===== config.mk =====
export PLATFORM = sky130hd
export DESIGN_NAME = fetch_queue
export DESIGN_NICKNAME = d
export VERILOG_FILES = /design/src/rtl/fetch_queue.sv
export SDC_FILE = /design/constraint.sdc
export NUM_CORES = 1
export LEC_CHECK = 0
export CAP_MARGIN = 10
export CORE_UTILIZATION = 49
export DETAILED_ROUTE_END_ITERATION = 16
export GPL_ROUTABILITY_DRIVEN = 0
export GPL_TIMING_DRIVEN = 0
export PLACE_DENSITY = 0.75
export SETUP_SLACK_MARGIN = 0.4
export SLEW_MARGIN = 0
export SYNTH_ARGS = -nofsm -noshare
export SYNTH_HDL_FRONTEND = slang
export SYNTH_SLANG_ARGS = --single-unit

===== constraint.sdc =====
create_clock -name clk -period 2.55 [get_ports clk]
set_input_delay 0.255 -clock clk [delete_from_list [all_inputs] [get_ports clk]]
set_output_delay 0.255 -clock clk [all_outputs]
set_load 0.01 [all_outputs]

===== src/rtl/fetch_queue.sv =====
// fetch_queue: instruction fetch front end for the 5-stage RV32I pipeline.
// Owns the fetch PC, drives a synchronous-read instruction memory and
// buffers returned instructions (with their PCs) in a small FIFO that the
// IF/ID register drains. A redirect flushes the FIFO and the in-flight
// request and reloads the PC.
module fetch_queue #(
   parameter int PC_W  = 9,
   parameter int INS_W = 32,
   parameter int DEPTH = 4
) (
   input  logic                         clk,
   input  logic                         reset,
   output logic [PC_W-1:0]              imem_addr,
   input  logic [INS_W-1:0]             imem_rdata,
   input  logic                         stall,
   input  logic                         redirect,
   input  logic [PC_W-1:0]              redirect_pc,
   input  logic                         halt,
   output logic                         instr_valid,
   output logic [INS_W-1:0]             instr,
   output logic [PC_W-1:0]              instr_pc,
   output logic [$clog2(DEPTH+1)-1:0]   occupancy
);

   localparam int CNT_W = $clog2(DEPTH + 1);
   localparam int PTR_W = $clog2(DEPTH);
   localparam logic [CNT_W:0] DEPTH_EXT = (CNT_W + 1)'(DEPTH);

   logic [PC_W-1:0]  fetch_pc;
   logic [PC_W-1:0]  inflight_pc;
   logic             inflight;
   logic [PTR_W-1:0] head;
   logic [PTR_W-1:0] tail;
   logic [CNT_W-1:0] count;

   logic [INS_W-1:0] ins_mem [DEPTH];
   logic [PC_W-1:0]  pc_mem  [DEPTH];

   logic [CNT_W:0]   credit_used;
   logic             req;
   logic             enq;
   logic             deq;

   // A request is only issued when a FIFO slot is guaranteed for its data,
   // counting the entry already in flight, so enqueue can never overflow.
   assign credit_used = {1'b0, count} + {{CNT_W{1'b0}}, inflight};
   assign req = !redirect && !halt && (credit_used < DEPTH_EXT);
   assign enq = inflight && !redirect;
   assign deq = (count != '0) && !stall && !redirect;

   // Fetch PC and in-flight tracking; redirect reloads the PC and drops the
   // outstanding request so its returning data is discarded.
   always_ff @(posedge clk or negedge reset) begin
      if (!reset) begin
         fetch_pc    <= '0;
         inflight    <= 1'b0;
         inflight_pc <= '0;
      end else if (redirect) begin
         fetch_pc <= redirect_pc;
         inflight <= 1'b0;
      end else if (req) begin
         fetch_pc    <= fetch_pc + PC_W'(4);
         inflight    <= 1'b1;
         inflight_pc <= fetch_pc;
      end else begin
         inflight <= 1'b0;
      end
   end

   // FIFO pointers and occupancy; pointers wrap naturally since DEPTH is a
   // power of two, and a simultaneous enqueue/dequeue leaves count unchanged.
   always_ff @(posedge clk or negedge reset) begin
      if (!reset) begin
         head  <= '0;
         tail  <= '0;
         count <= '0;
      end else if (redirect) begin
         head  <= '0;
         tail  <= '0;
         count <= '0;
      end else begin
         if (enq) begin
            tail <= tail + PTR_W'(1);
         end
         if (deq) begin
            head <= head + PTR_W'(1);
         end
         case ({enq, deq})
            2'b10:   count <= count + CNT_W'(1);
            2'b01:   count <= count - CNT_W'(1);
            default: count <= count;
         endcase
      end
   end

   // FIFO storage needs no reset: entries are only visible while count covers them.
   always_ff @(posedge clk) begin
      if (enq) begin
         ins_mem[tail] <= imem_rdata;
         pc_mem[tail]  <= inflight_pc;
      end
   end

   assign imem_addr   = fetch_pc;
   assign instr_valid = (count != '0);
   assign instr       = instr_valid ? ins_mem[head] : '0;
   assign instr_pc    = instr_valid ? pc_mem[head] : '0;
   assign occupancy   = count;

endmodule


==> results of run 1 <==
==> power groups by stage <==
stage | Combinational, mW | Clock (mW) | Sequential [mW]
detailed placement | 3.25 | 0 | 3.87
global placement | 3.18 | 0 | 3.85
floorplan | 1.79 | 0 | 3.84
CTS | 3.84 | 2.68 | 3.79
finish | 4.38 | 2.65 | 3.79
global route | 4.63 | 2.80 | 3.81
==> through the flow <==
step                      setup slack (ns)  power [mW]  instance area, sq um
after CTS                           0.2606       10.31                  9744
after global placement             -0.6907       7.033                  8780
after detailed placement           -0.1371       7.114                  8865
after global routing                0.2287       11.24                 10040
final                               0.2790       10.81                 10040
after floorplan                     0.3323       5.624                  7559
==> worst max-delay path by stage <==
stage / from / endpoint / slack [ns] / cells past startpoint
3_5_place_dp: redirect / occupancy[2] / -0.14 / 7
2_1_floorplan: occupancy[0] / occupancy[2] / 0.33 / 8
6_report: head[0] / instr[12] / 0.28 / 7
5_1_grt: head[0] / instr[14] / 0.23 / 7
3_3_place_gp: redirect / ins_mem[0][29] / -0.69 / 3
4_1_cts: head[0] / instr[12] / 0.26 / 7
==> worst reg2reg max path, stage by stage (launching register included) <==
cell	delay, ns
dfrtp_2	0.44
nor3_4	0.22
buf_6	0.15
clkbuf_16	0.14
nor4_1	0.05
fa_2	0.36
or4_4	0.49
a21o_1	0.18
a21oi_2	0.12
==> state kept, by name (all words and copies together), names as in the netlist <==
register / count
head: 2
imem_addr: 9
inflight: 1
inflight_pc: 9
ins_mem: 128
occupancy: 3
pc_mem: 36
tail: 2
==> cell usage after synthesis, types with 2 or more instances <==
cell	count	share of area
a21o_1	3	0.0030
clkbuf_1	7	0.0035
and2_1	5	0.0041
nand2_1	29	0.014
a221o_1	6	0.0080
a31oi_1	2	0.0017
ha_1	5	0.0083
edfxtp_1	164	0.65
nor2_1	7	0.0035
nor3b_1	2	0.0020
buf_4	2	0.0020
nor3_1	2	0.0013
nand3_1	4	0.0027
mux2i_1	2	0.0027
dfrtp_1	26	0.086
nor2b_1	43	0.036
inv_1	3	0.0015
buf_6	5	0.0075
buf_2	6	0.0040
mux2_2	2	0.0030
nand2b_1	2	0.0017
mux4_2	41	0.12
xnor2_1	4	0.0046
nor4_1	3	0.0025
==> routing by layer <==
metal,share of wire,vias up,track usage
met3,0.050,13,0.04588
met1,0.44,2051,0.2684
li1,-,1824,-
met4,0.011,0,0.06449
met5,0,-,0
met2,0.49,125,0.3013
==> cells by family after synthesis <==
kind of cell    after synthesis  synth area share
xor+xnor                      5          0.006802
mux                          46            0.1301
flops                       190            0.7392
simple gates                103           0.07697
fa+ha+maj                     6           0.01095
buf+inv                      24           0.01891
compound gates               16           0.01709
==> what timing repair did <==
item,in CTS,in global routing
resized for setup,216,43
hold buffers,0,0
setup endpoints to repair,43,42
buffers inserted,18,9
gates cloned,2,0
pin swaps,0,1
==> final cells by class <==
| cell class | instances | area, sq um |
|---|---|---|
| Clock inverter | 9 | 76.32 |
| Inverter | 4 | 15.01 |
| Timing Repair Buffer | 133 | 1385 |
| Clock buffer | 23 | 531.8 |
| Fill cell | 973 | 4717 |
| Buffer | 20 | 216.5 |
| Multi-Input combinational cell | 176 | 2003 |
| Tap cell | 184 | 230.2 |
| Sequential cell | 190 | 5579 |
==> results, run 1 <==
- The worst register-to-register path begins at occupancy[1].
- The power density of the placed cells is 1077 nW/um^2.
- The number of antenna-violating nets in the routed design is 0.
- The class of the most critical hold timing path is input port to async pin.
- In the final routed layout, each cell accounts on average for slightly below 20 um.
- The area inside the core boundary is 14,750 sq um.
- The final standard cell utilization of the core is 0.6803.
- Dividing the detail-routed via count by the number of cells gives ~5.4.
- From left edge to right edge, the die measures 126.1 um.
- The slowest stage of the critical path is the mux4_2 cell.
- The number of synthesized register bits is 190.
- In this run the core area contains 44 standard-cell rows.
- The first routing iteration left between 300 and 400 violations.
- The count of warnings emitted by yosys is 0.
- The synthesis-to-layout area growth is 33.08%.
- Leaving out fill and tap cells, the most frequent cell in the layout is edfxtp_1.
- The cell area after synthesis is 7542 sq um.
- At the worst endpoint, the required time is 2.30 ns.
- The kind of critical path is flip-flop to primary output.
- The cell family contributing the most delay on the critical path is buffers and inverters.
- The count of final hold-check violations is 0.
- The switching power total is 3.125 mW.
- Of the total power, the share spent switching nets is 0.2891.
- Across all register-to-register paths, the minimum setup slack is 0.33 ns.
- The kind of end point of the critical path is a primary output.
- The count of buffering cells on the critical path with inverters included is 5.
- The data arrival time at the worst-slack endpoint is 2.02 ns.
- The final net count is 594.
- Port buffering added 99 buffers.
- The netlist uses 39 different library cells.
- The filler-free cell count of the finished design is roughly 740.
- The number of remaining DRC errors is 0.
- Walking the worst path, the cells encountered are buf_6 -> buf_12 -> buf_12 -> buf_16 -> mux4_2 -> nor2b_4 -> buf_6.
- The fraction of power consumed by the clock network is 0.245.
- The fraction of registers with async set or reset after synthesis is 0.1368.
- The most used flip-flop cell after synthesis is edfxtp_1.
- For this run, the register share of the synthesized area comes to 0.7392.
- For the final routed database, the setup TNS stands at 0 ns.
- Max-cap violations in this run came to 0.
- The total overflow reported by the global router is 0.
- The worst hold-check slack is 0.08968 ns.
- Synthesis produced a netlist whose cell count is 390.
- The half-perimeter wire length after detailed placement is 8.853 mm.
- The endpoint identified for the worst register-to-register timing path is occupancy[2].
- Internal power comes to 7.685 mW.
- TritonCTS built the clock tree.
- The largest driver fanout on the critical path is 5.
- The number of global-route vias before repair came to 4,113.
- Once placement completed, the tool counted placed cells totaling 677.
- The post-layout minimum cycle time is 2.271 ns.
- The element type at the critical path start is a flip-flop.
- The share of layout cells above drive strength 1 is 0.3730.
- Across every metal layer, demand over resource in global routing totals 0.1926.
- For this run, the slowest stage of the critical path takes 0.42 ns.
- Dividing the final minimum period by the clock period gives 0.8906.
- The first global-routing pass estimated 22.47 mm of wire.
- The maximum clock rate is 440.3 MHz.
- Before antenna repair, the detailed router went through 4 iterations.
- The remaining max-slew budget at the tightest pin is 0.6428.
- The run finished with clean final reports.
- The starting density of the core is 0.5112.
- The post-synthesis net count is 442.
- The initial antenna violation count was 0.
- A synthesized cell averages a little under 20 sq um.
- The die covers between 15,000 and 20,000 sq um.
- Summed over all layers, the routed wires come to approximately 15 mm.
- The number of clock buffers inserted by TritonCTS is 17.
- The number of cells traversed by the worst register-to-register path is 8.
- The H-tree was split into 4 levels.
- The latest clock arrival within the worst-skew pair is 0.42 ns.
- In the layout the commonest cells are 164 x edfxtp_1, 57 x clkdlybuf4s50_1, 41 x mux4_2, 32 x buf_6, 29 x nand2_1.
- Of the total power, combinational logic draws 0.405.
- The y dimension of the die is about 130 um.
- The buffer levels on the longest clock path is 2.
- The count of final setup violators is 0.
- The via count is around 4,000.
- For this design, the sink count on the clock tree is 190.
- The clock transition time at the flip-flop clock pins of the worst setup and hold paths is 0.07 ns.
- The count of boundary I/O pins is 100.
- The leakage power is 3.622 nW.
- The portion of total power attributed to sequential cells is 0.350.
- Across the VDD grid, the largest voltage drop is 0.6770 mV.
- The maximum clock skew at final layout is 0.007091 ns.
- Yosys mapped a number of flops with a built-in enable equal to 164.
- The count of pins over their slew limit is 0.
- The buffer cell driving the clock tree root is clkbuf_16.
- 0 antenna diodes ended up in the layout.
- The maximum number of pins on one net before global-route repair is 27.
- Setup repair after global routing could not meet its margin everywhere.
- The slew at the pin closest to its max-slew limit is 0.5358 ns.
Note: power is estimated with default switching activity, not from simulation.
==> inputs of run 2 (changes only) <==
--- a/config.mk
+++ b/config.mk
@@ -12,7 +12,9 @@
 export GPL_TIMING_DRIVEN = 0
 export PLACE_DENSITY = 0.75
 export SETUP_SLACK_MARGIN = 0.4
+export SKIP_LAST_GASP = 1
 export SLEW_MARGIN = 0
 export SYNTH_ARGS = -nofsm -noshare
 export SYNTH_HDL_FRONTEND = slang
 export SYNTH_SLANG_ARGS = --single-unit
+export TNS_END_PERCENT = 50
==> results, run 2 (synthesis results as in run 1) <==
- The start of the worst register-to-register path is occupancy[2] (was occupancy[1]).
- The vias per cell was 5.474 (was 5.430).
- The total overflow reported by the global router is 0 (unchanged).
- The maximum clock skew at final layout is 0.006183 ns (was 0.007091 ns).
- The synthesis-to-layout area growth is 30.44% (was 33.08%).
- The kind of end point of the critical path was a primary output (unchanged).
- The maximum number of pins on one net before global-route repair is 27 (unchanged).
- The maximum clock rate is 440.1 MHz (was 440.3 MHz).
- The number of cells traversed by the worst register-to-register path came to 8 (unchanged).
- The buffer cell driving the clock tree root was clkbuf_16 (unchanged).
- The number of global-route vias before repair came to 4,111 (was 4,113).
- The count of boundary I/O pins is 100 (unchanged).
- The element type at the critical path start is a flip-flop (unchanged).
- The remaining max-slew budget at the tightest pin is 0.6378 (was 0.6428).
- The count of pins over their slew limit came to 0 (unchanged).
- Commonest non-fill, non-tap cells in the layout: 164 x edfxtp_1, 59 x clkdlybuf4s50_1, 41 x mux4_2, 29 x nand2_1, 28 x nor2b_1 (was 164 x edfxtp_1, 57 x clkdlybuf4s50_1, 41 x mux4_2, 32 x buf_6, 29 x nand2_1).
- The die boundary width was 126.1 um (unchanged).
- The latest clock arrival within the worst-skew pair is 0.42 ns (about the same).
- The clock transition time at the flip-flop clock pins of the worst setup and hold paths is 0.07 ns (about the same).
- The starting density of the core is 0.5112 (unchanged).
- The post-layout minimum cycle time is 2.272 ns (was 2.271 ns).
- The most common cell after layout, fill and taps aside is edfxtp_1 (unchanged).
- The half-perimeter wire length after detailed placement was 8.853 mm (unchanged).
- The number of remaining DRC errors was 0 (unchanged).
- The overall power of the completed layout is 10.42 mW (was 10.81 mW).
- RSZ-0062 raised after global routing: true (unchanged).
- Registers with the highest flip-flop counts: ins_mem x128, pc_mem x36 (unchanged).
- The design area is 9838 sq um (was 10,040 sq um).
- The register name with the most flops is ins_mem (unchanged).
- The final net count is 585 (was 594).
- The count of H-tree levels built during CTS is 4 (unchanged).
- The reg-to-reg endpoint is occupancy[2] (unchanged).
- The starting DRC count in detailed routing is 340 (was 355).
- The number of rows created at floorplan is 44 (unchanged).
- The flip-flop count of the largest register after layout came to 128 (unchanged).
- The count of final setup violators is 0 (unchanged).
- The number of antenna-violating nets in the routed design is 0 (unchanged).
- The share of layout cells above drive strength 1 came to 0.3462 (was 0.3730).
- The class of the most critical hold timing path is input port to async pin (unchanged).
- The number of clock buffers inserted by TritonCTS came to 17 (unchanged).
- The minimum setup slack among reg-to-reg paths is 0.28 ns (was 0.33 ns).
- The initial antenna violation count is 0 (unchanged).
- The kind of critical path is flip-flop to primary output (unchanged).
- The count of filler cells inserted in the layout came to 1,001 (was 973).
- The largest driver fanout on the critical path is 5 (unchanged).
- The overall track demand over capacity in global routing is 0.1920 (was 0.1926).
- The CTS tree is done (unchanged).
- The aggregate routed wire length came to 14.54 mm (was 14.64 mm).
- The area inside the core boundary is 14,750 sq um (unchanged).
- The antenna cell count is 0 (unchanged).
- The y dimension of the die is 126.1 um (unchanged).
- The global-route wire length before repair is 22.33 mm (was 22.47 mm).
- The max-capacitance violation count is 0 (unchanged).
- The instance area at placement came to 8865 sq um (unchanged).
- The CTS sink count is 190 (unchanged).
- The power density of the placed cells is 1059 nW/um^2 (was 1077 nW/um^2).
- The wire length per cell is 19.91 um (was 19.81 um).
- The buffer levels on the longest clock path came to 2 (unchanged).
- The peak ir drop on the vdd network is 0.6558 mV (was 0.6770 mV).
- The data arrival time at the worst-slack endpoint is 2.02 ns (about the same).
- The final standard cell utilization of the core is 0.6668 (was 0.6803).
- The count of final hold-check violations is 0 (unchanged).
- Outcome: finished, final reports clean (unchanged).
- The slew at the pin closest to its max-slew limit was 0.5433 ns (was 0.5358 ns).
- The leakage power is 3.504 nW (was 3.622 nW).
- The first-pass iteration count of the detailed router was 4 (unchanged).
- The die outline area is 15,890 sq um (unchanged).
- The via count is 3,996 (was 4,013).
- The number of input and output port buffers inserted is 99 (unchanged).
- The required time of the critical path came to 2.30 ns (about the same).
- The share of the cycle needed by the critical path after routing is 0.8910 (was 0.8906).
[run 2: changes by cell type in the layout (fill, tap and decap cells not counted), moves of 2 or more]
| cell | delta |
|---|---|
| buf_4 | -5 |
| nor2b_1 | +7 |
| buf_12 | -2 |
| nor2b_4 | -7 |
| clkbuf_2 | +4 |
| clkdlybuf4s50_1 | +2 |
| buf_6 | -9 |
[run 2: where the power goes]
group	leakage [nW]	internal (mW)	switching (mW)
Clock	0.300	1.57	1.08
Sequential	1.81	3.63	0.160
Combinational	1.39	2.20	1.78
[run 2: layout make-up]
| class | count | area (sq um) | share of cell area |
|---|---|---|---|
| Clock inverter | 9 | 76.32 | 0.007758 |
| Timing Repair Buffer | 124 | 1252 | 0.1273 |
| Inverter | 4 | 15.01 | 0.001526 |
| Multi-Input combinational cell | 176 | 1951 | 0.1983 |
| Sequential cell | 190 | 5579 | 0.5671 |
| Buffer | 20 | 202.7 | 0.02060 |
| Tap cell | 184 | 230.2 | 0.02340 |
| Clock buffer | 23 | 531.8 | 0.05405 |
[run 2: routing by layer]
layer / wire length, um / share of wire / track usage / up-vias
met5: 0 / 0 / 0 / -
met4: 179 / 0.012 / 0.06449 / 0
met3: 676 / 0.047 / 0.04588 / 19
met2: 7146 / 0.49 / 0.3045 / 119
met1: 6534 / 0.45 / 0.2636 / 2053
li1: - / - / - / 1805
[run 2: timing repair]
item                       in CTS  in global routing
buffers inserted               15                  3
gates resized for setup       194                 33
hold buffers                    0                  0
setup endpoints to repair      43                 43
pin swaps                       0                  0
cloned                          2                  0
[run 2: worst max path at each step]
stage	from	to	cells past startpoint
2_1_floorplan	occupancy[0]	occupancy[2]	8
5_1_grt	head[0]	instr[14]	7
3_5_place_dp	redirect	occupancy[2]	7
6_report	head[0]	instr[12]	7
4_1_cts	head[0]	instr[12]	7
3_3_place_gp	redirect	ins_mem[0][29]	3
[run 2: metrics by stage]
stage / hold slack, ns / TNS [ns] / setup slack [ns] / cells
final: 0.08790 / 0 / 0.2779 / 730
after detailed placement: 0.4922 / -0.1371 / -0.1371 / 677
after global routing: 0.08849 / 0 / 0.2174 / 730
after global placement: 0.4853 / -110.99 / -0.6907 / 673
after CTS: 0.3730 / 0 / 0.2576 / 726
after floorplan: -0.04059 / 0 / 0.3323 / 390
[run 2: worst max-delay path, stage by stage (launching register included)]
cell     delay (ns)
dfrtp_1        0.37
buf_6          0.13
buf_12         0.13
buf_12         0.13
buf_16         0.13
mux4_2         0.42
nor2b_4        0.15
buf_6          0.13
==> inputs of run 3 (changes only) <==
--- a/config.mk
+++ b/config.mk
@@ -5,12 +5,13 @@
 export SDC_FILE = /design/constraint.sdc
 export NUM_CORES = 1
 export LEC_CHECK = 0
+export ABC_AREA = 1
 export CAP_MARGIN = 10
-export CORE_UTILIZATION = 49
+export CORE_UTILIZATION = 50
 export DETAILED_ROUTE_END_ITERATION = 16
 export GPL_ROUTABILITY_DRIVEN = 0
 export GPL_TIMING_DRIVEN = 0
-export PLACE_DENSITY = 0.75
+export PLACE_DENSITY = 0.76
 export SETUP_SLACK_MARGIN = 0.4
 export SKIP_LAST_GASP = 1
 export SLEW_MARGIN = 0
==> results, run 3 <==
- The via count came to 5,309 (was 3,996).
- The count of H-tree levels built during CTS is 4 (unchanged).
- The maximum number of pins on one net before global-route repair came to 28 (was 27).
- The family with the most delay on the worst path was buffers and inverters (unchanged).
- The reg-to-reg endpoint is ins_mem[3][24] (was occupancy[2]).
- Commonest non-fill, non-tap cells in the layout: 168 x nor2_1, 164 x edfxtp_1, 79 x o21ai_0, 60 x clkdlybuf4s50_1, 49 x nand2_1 (was 164 x edfxtp_1, 59 x clkdlybuf4s50_1, 41 x mux4_2, 29 x nand2_1, 28 x nor2b_1).
- The count of pins over their slew limit came to 0 (unchanged).
- The slowest cell on the critical path is clkdlybuf4s50_1 (was mux4_2).
- The register name with the most flops is ins_mem (unchanged).
- The count of warnings emitted by yosys is 0 (unchanged).
- The flip-flop count of the largest register after layout came to 128 (unchanged).
- The number of cells on the critical path came to 6 (was 7).
- The overall power of the completed layout is 7.240 mW (was 10.42 mW).
- The count of buffering cells on the critical path with inverters included is 2 (was 5).
- The cell count after synthesis is 644 (was 390).
- The number of global-route vias before repair is 5,103 (was 4,111).
- The average size of a mapped cell is 12.00 sq um (was 19.34 sq um).
- The CTS tree was done (unchanged).
- The worst hold-check slack was 0.09882 ns (was 0.08790 ns).
- The cell area after synthesis is 7727 sq um (was 7542 sq um).
- The area inside the core boundary is 15,150 sq um (was 14,750 sq um).
- The number of cells traversed by the worst register-to-register path was 3 (was 8).
- The latest clock arrival within the worst-skew pair is 0.43 ns (was 0.42 ns).
- The start of the worst register-to-register path is inflight (was occupancy[2]).
- Leading cell types by count after synthesis: 174 x nor2_1, 164 x edfxtp_1, 83 x o21ai_0, 49 x nand2_1, 43 x a21oi_1 (was 164 x edfxtp_1, 43 x nor2b_1, 41 x mux4_2, 29 x nand2_1, 26 x dfrtp_1).
- The kind of end point of the critical path is a primary output (unchanged).
- The number of antenna-violating nets in the routed design was 0 (unchanged).
- The slew at the pin closest to its max-slew limit is 0.9026 ns (was 0.5433 ns).
- The element type at the critical path start was a flip-flop (unchanged).
- The count of final hold-check violations is 0 (unchanged).
- The kind of critical path was flip-flop to primary output (unchanged).
- The number of clock buffers inserted by TritonCTS is 17 (unchanged).
- The count of filler cells inserted in the layout is 1,045 (was 1,001).
- The post-synthesis net count is 696 (was 442).
- The half-perimeter wire length after detailed placement came to 10.79 mm (was 8.853 mm).
- The largest stage delay on the critical path is 0.55 ns (was 0.42 ns).
- The starting density of the core is 0.5102 (was 0.5112).
- The maximum clock skew at final layout is 0.006155 ns (was 0.006183 ns).
- The cell with the most instances after synthesis is nor2_1 (was edfxtp_1).
- Registers with the highest flip-flop counts: ins_mem x128, pc_mem x36 (unchanged).
- For hold timing, the worst endpoint is occupancy[1].
- The final standard cell utilization of the core is 0.6565 (was 0.6668).
- Cells along the critical path: buf_2 -> nor2_1 -> nor2_1 -> o21ai_0 -> a21oi_1 -> clkdlybuf4s50_1 (was buf_6 -> buf_12 -> buf_12 -> buf_16 -> mux4_2 -> nor2b_4 -> buf_6).
- The post-layout minimum cycle time is 2.407 ns (was 2.272 ns).
- The minimum setup slack among reg-to-reg paths came to 0.52 ns (was 0.28 ns).
- The number of buffers inserted by hold repair at cts is 0 (unchanged).
- The die outline area is 15,960 sq um (was 15,890 sq um).
- The data arrival time at the worst-slack endpoint is 2.15 ns (was 2.02 ns).
- The portion of total power attributed to sequential cells was 0.492 (was 0.364).
- The internal power summed over all cells came to 5.547 mW (was 7.401 mW).
- The setup slack of the critical path after layout was 0.1429 ns (was 0.2779 ns).
- The largest driver fanout on the critical path is 10 (was 5).
- The power density of the placed cells is 728.2 nW/um^2 (was 1059 nW/um^2).
- The aggregate routed wire length came to 17.48 mm (was 14.54 mm).
- The wire length per cell is 17.91 um (was 19.91 um).
- The global-route wire length before repair is 26.70 mm (was 22.33 mm).
- The count of boundary I/O pins is 100 (unchanged).
- The share of synthesized area occupied by flip-flops and latches is 0.7215 (was 0.7392).
- The sum of negative setup slack is 0 ns (unchanged).
- The initial antenna violation count was 0 (unchanged).
- The starting DRC count in detailed routing was 467 (was 340).
- The maximum clock rate came to 415.4 MHz (was 440.1 MHz).
- The vias per cell is 5.440 (was 5.474).
- Top area cells in the synthesized netlist: edfxtp_1 64%, nor2_1 8.5%, dfrtp_1 8.4% (was edfxtp_1 65%, mux4_2 12%, dfrtp_1 8.6%).
- The overall track demand over capacity in global routing is 0.2247 (was 0.1920).
- RSZ-0062 raised after global routing: true (unchanged).
- The remaining max-slew budget at the tightest pin is 0.3968 (was 0.6378).
- The number of input and output port buffers inserted is 98 (was 99).
- The buffer cell driving the clock tree root is clkbuf_16 (unchanged).
- The fraction of power consumed by the clock network was 0.374 (was 0.254).
- The first-pass iteration count of the detailed router was 5 (was 4).
- The share of layout cells above drive strength 1 is 0.1434 (was 0.3462).
- The filler-free cell count of the finished design was 976 (was 730).
- The class of the most critical hold timing path is input port to flip-flop (was input port to async pin).
- The proportion of netlist area held by the largest area contributor came to 0.6373 (was 0.6530).
- The post-placement cell count is 934 (was 677).
- The most used cell along the critical path is nor2_1.
- The instance area at placement came to 9061 sq um (was 8865 sq um).
- The leakage power was 3.929 nW (was 3.504 nW).
- The buffer levels on the longest clock path was 2 (unchanged).
- The required time of the critical path is 2.30 ns (about the same).
- The fraction of registers with async set or reset after synthesis is 0.1368 (unchanged).
- The number of flops mapped to enable cells by yosys is 164 (unchanged).
- The die boundary width is 126.3 um (was 126.1 um).
- The switching power total came to 1.693 mW (was 3.018 mW).
- The CTS sink count was 190 (unchanged).
- The y dimension of the die is 126.3 um (was 126.1 um).
- The clock transition time at the flip-flop clock pins of the worst setup and hold paths is 0.07 ns (about the same).
- The design area is 9943 sq um (was 9838 sq um).
- The number of rows created at floorplan came to 45 (was 44).
- The max-capacitance violation count is 0 (unchanged).
- Outcome: finished, final reports clean (unchanged).
- The leading register cell type out of synthesis was edfxtp_1 (unchanged).
- The net switching fraction of the power is 0.2339 (was 0.2896).
- Counting instances, the worst hold path has a depth of 4.
- The fraction of power consumed by combinational cells came to 0.134 (was 0.382).
- The share of the cycle needed by the critical path after routing is 0.9440 (was 0.8910).
- The count of different cell masters after synthesis came to 29 (was 39).
- The synthesis-to-layout area growth is 28.68% (was 30.44%).
- The worst hold path begins at redirect.
- The antenna cell count is 0 (unchanged).
- The peak ir drop on the vdd network came to 0.5302 mV (was 0.6558 mV).
- The final net count was 827 (was 585).
- The number of remaining DRC errors is 0 (unchanged).
- The cell taking the most area after synthesis is edfxtp_1 (unchanged).
- The worst slack after detailed placement is 0.2457 ns (was -0.1371 ns).
- The number of synthesized register bits is 190 (unchanged).
- The count of final setup violators was 0 (unchanged).
- The total overflow reported by the global router is 0 (unchanged).
- The most common cell after layout, fill and taps aside is nor2_1 (was edfxtp_1).
==> run 3: cell count changes after synthesis, moves of 6 or more <==
cell      delta
nand3_1      +9
nand2_1     +20
nor2b_1     -43
nor2_1     +167
a221o_1      -6
o21ai_1      +6
clkbuf_1     +6
mux4_2      -41
o21ai_2      +7
inv_1       +15
a21oi_1     +42
o21ai_0     +83
==> run 3: worst register-to-register path: stages (launching register included) <==
cell	delay, ns
dfrtp_1	0.43
nand2_1	0.27
nor2_4	0.78
buf_16	0.25
==> run 3: final cells by class <==
class	instances	area (sq um)	share of cell area
Multi-Input combinational cell	397	1893	0.1904
Clock buffer	18	429.2	0.04316
Inverter	23	91.34	0.009186
Timing Repair Buffer	112	1205	0.1212
Clock inverter	14	173.9	0.01749
Tap cell	188	235.2	0.02366
Buffer	34	336.6	0.03385
Sequential cell	190	5579	0.5611
==> run 3: cells by family (layout without fill, tap and decap cells) <==
family / Yosys count / in the layout / synth area share
flip-flops: 190 / 190 / 0.7215
AO/OA/AOI/OAI: 144 / 144 / 0.09893
AND/OR/NAND/NOR: 245 / 245 / 0.1265
adder cells (fa/ha/maj): 6 / 6 / 0.01069
buffers and inverters: 57 / 201 / 0.04016
XOR/XNOR: 2 / 2 / 0.002267
==> run 3: worst max path at each step <==
stage                           endpoint  slack [ns]  startpoint
after detailed placement     instr_pc[2]        0.25     head[0]
after floorplan            ins_mem[2][0]       -0.26     tail[0]
after CTS                       instr[7]        0.13     head[1]
final                           instr[7]        0.14     head[0]
after global routing         instr_pc[3]        0.05     head[1]
after global placement    ins_mem[3][17]       -1.71    redirect
==> run 3: power by group through the flow <==
stage | Sequential (mW) | Clock, mW | Combinational, mW
3_5_place_dp | 3.62 | 0 | 0.914
3_3_place_gp | 3.62 | 0 | 0.882
4_1_cts | 3.56 | 2.73 | 0.923
2_1_floorplan | 3.61 | 0 | 0.440
5_1_grt | 3.57 | 2.87 | 1.05
6_report | 3.56 | 2.71 | 0.967
==> run 3: routing by layer <==
| layer | wire length, um | GRT usage | vias up |
|---|---|---|---|
| met5 | 0 | 0 | - |
| met3 | 1107 | 0.05230 | 17 |
| met1 | 7455 | 0.2966 | 2597 |
| met4 | 167 | 0.07371 | 0 |
| li1 | - | - | 2501 |
| met2 | 8749 | 0.3705 | 194 |
==> run 3: what timing repair did <==
item / 4_1_cts / 5_1_grt
buffers inserted: 0 / 7
cloned: 0 / 2
setup endpoints to repair: 41 / 41
resized for setup: 68 / 39
pin swaps: 5 / 5
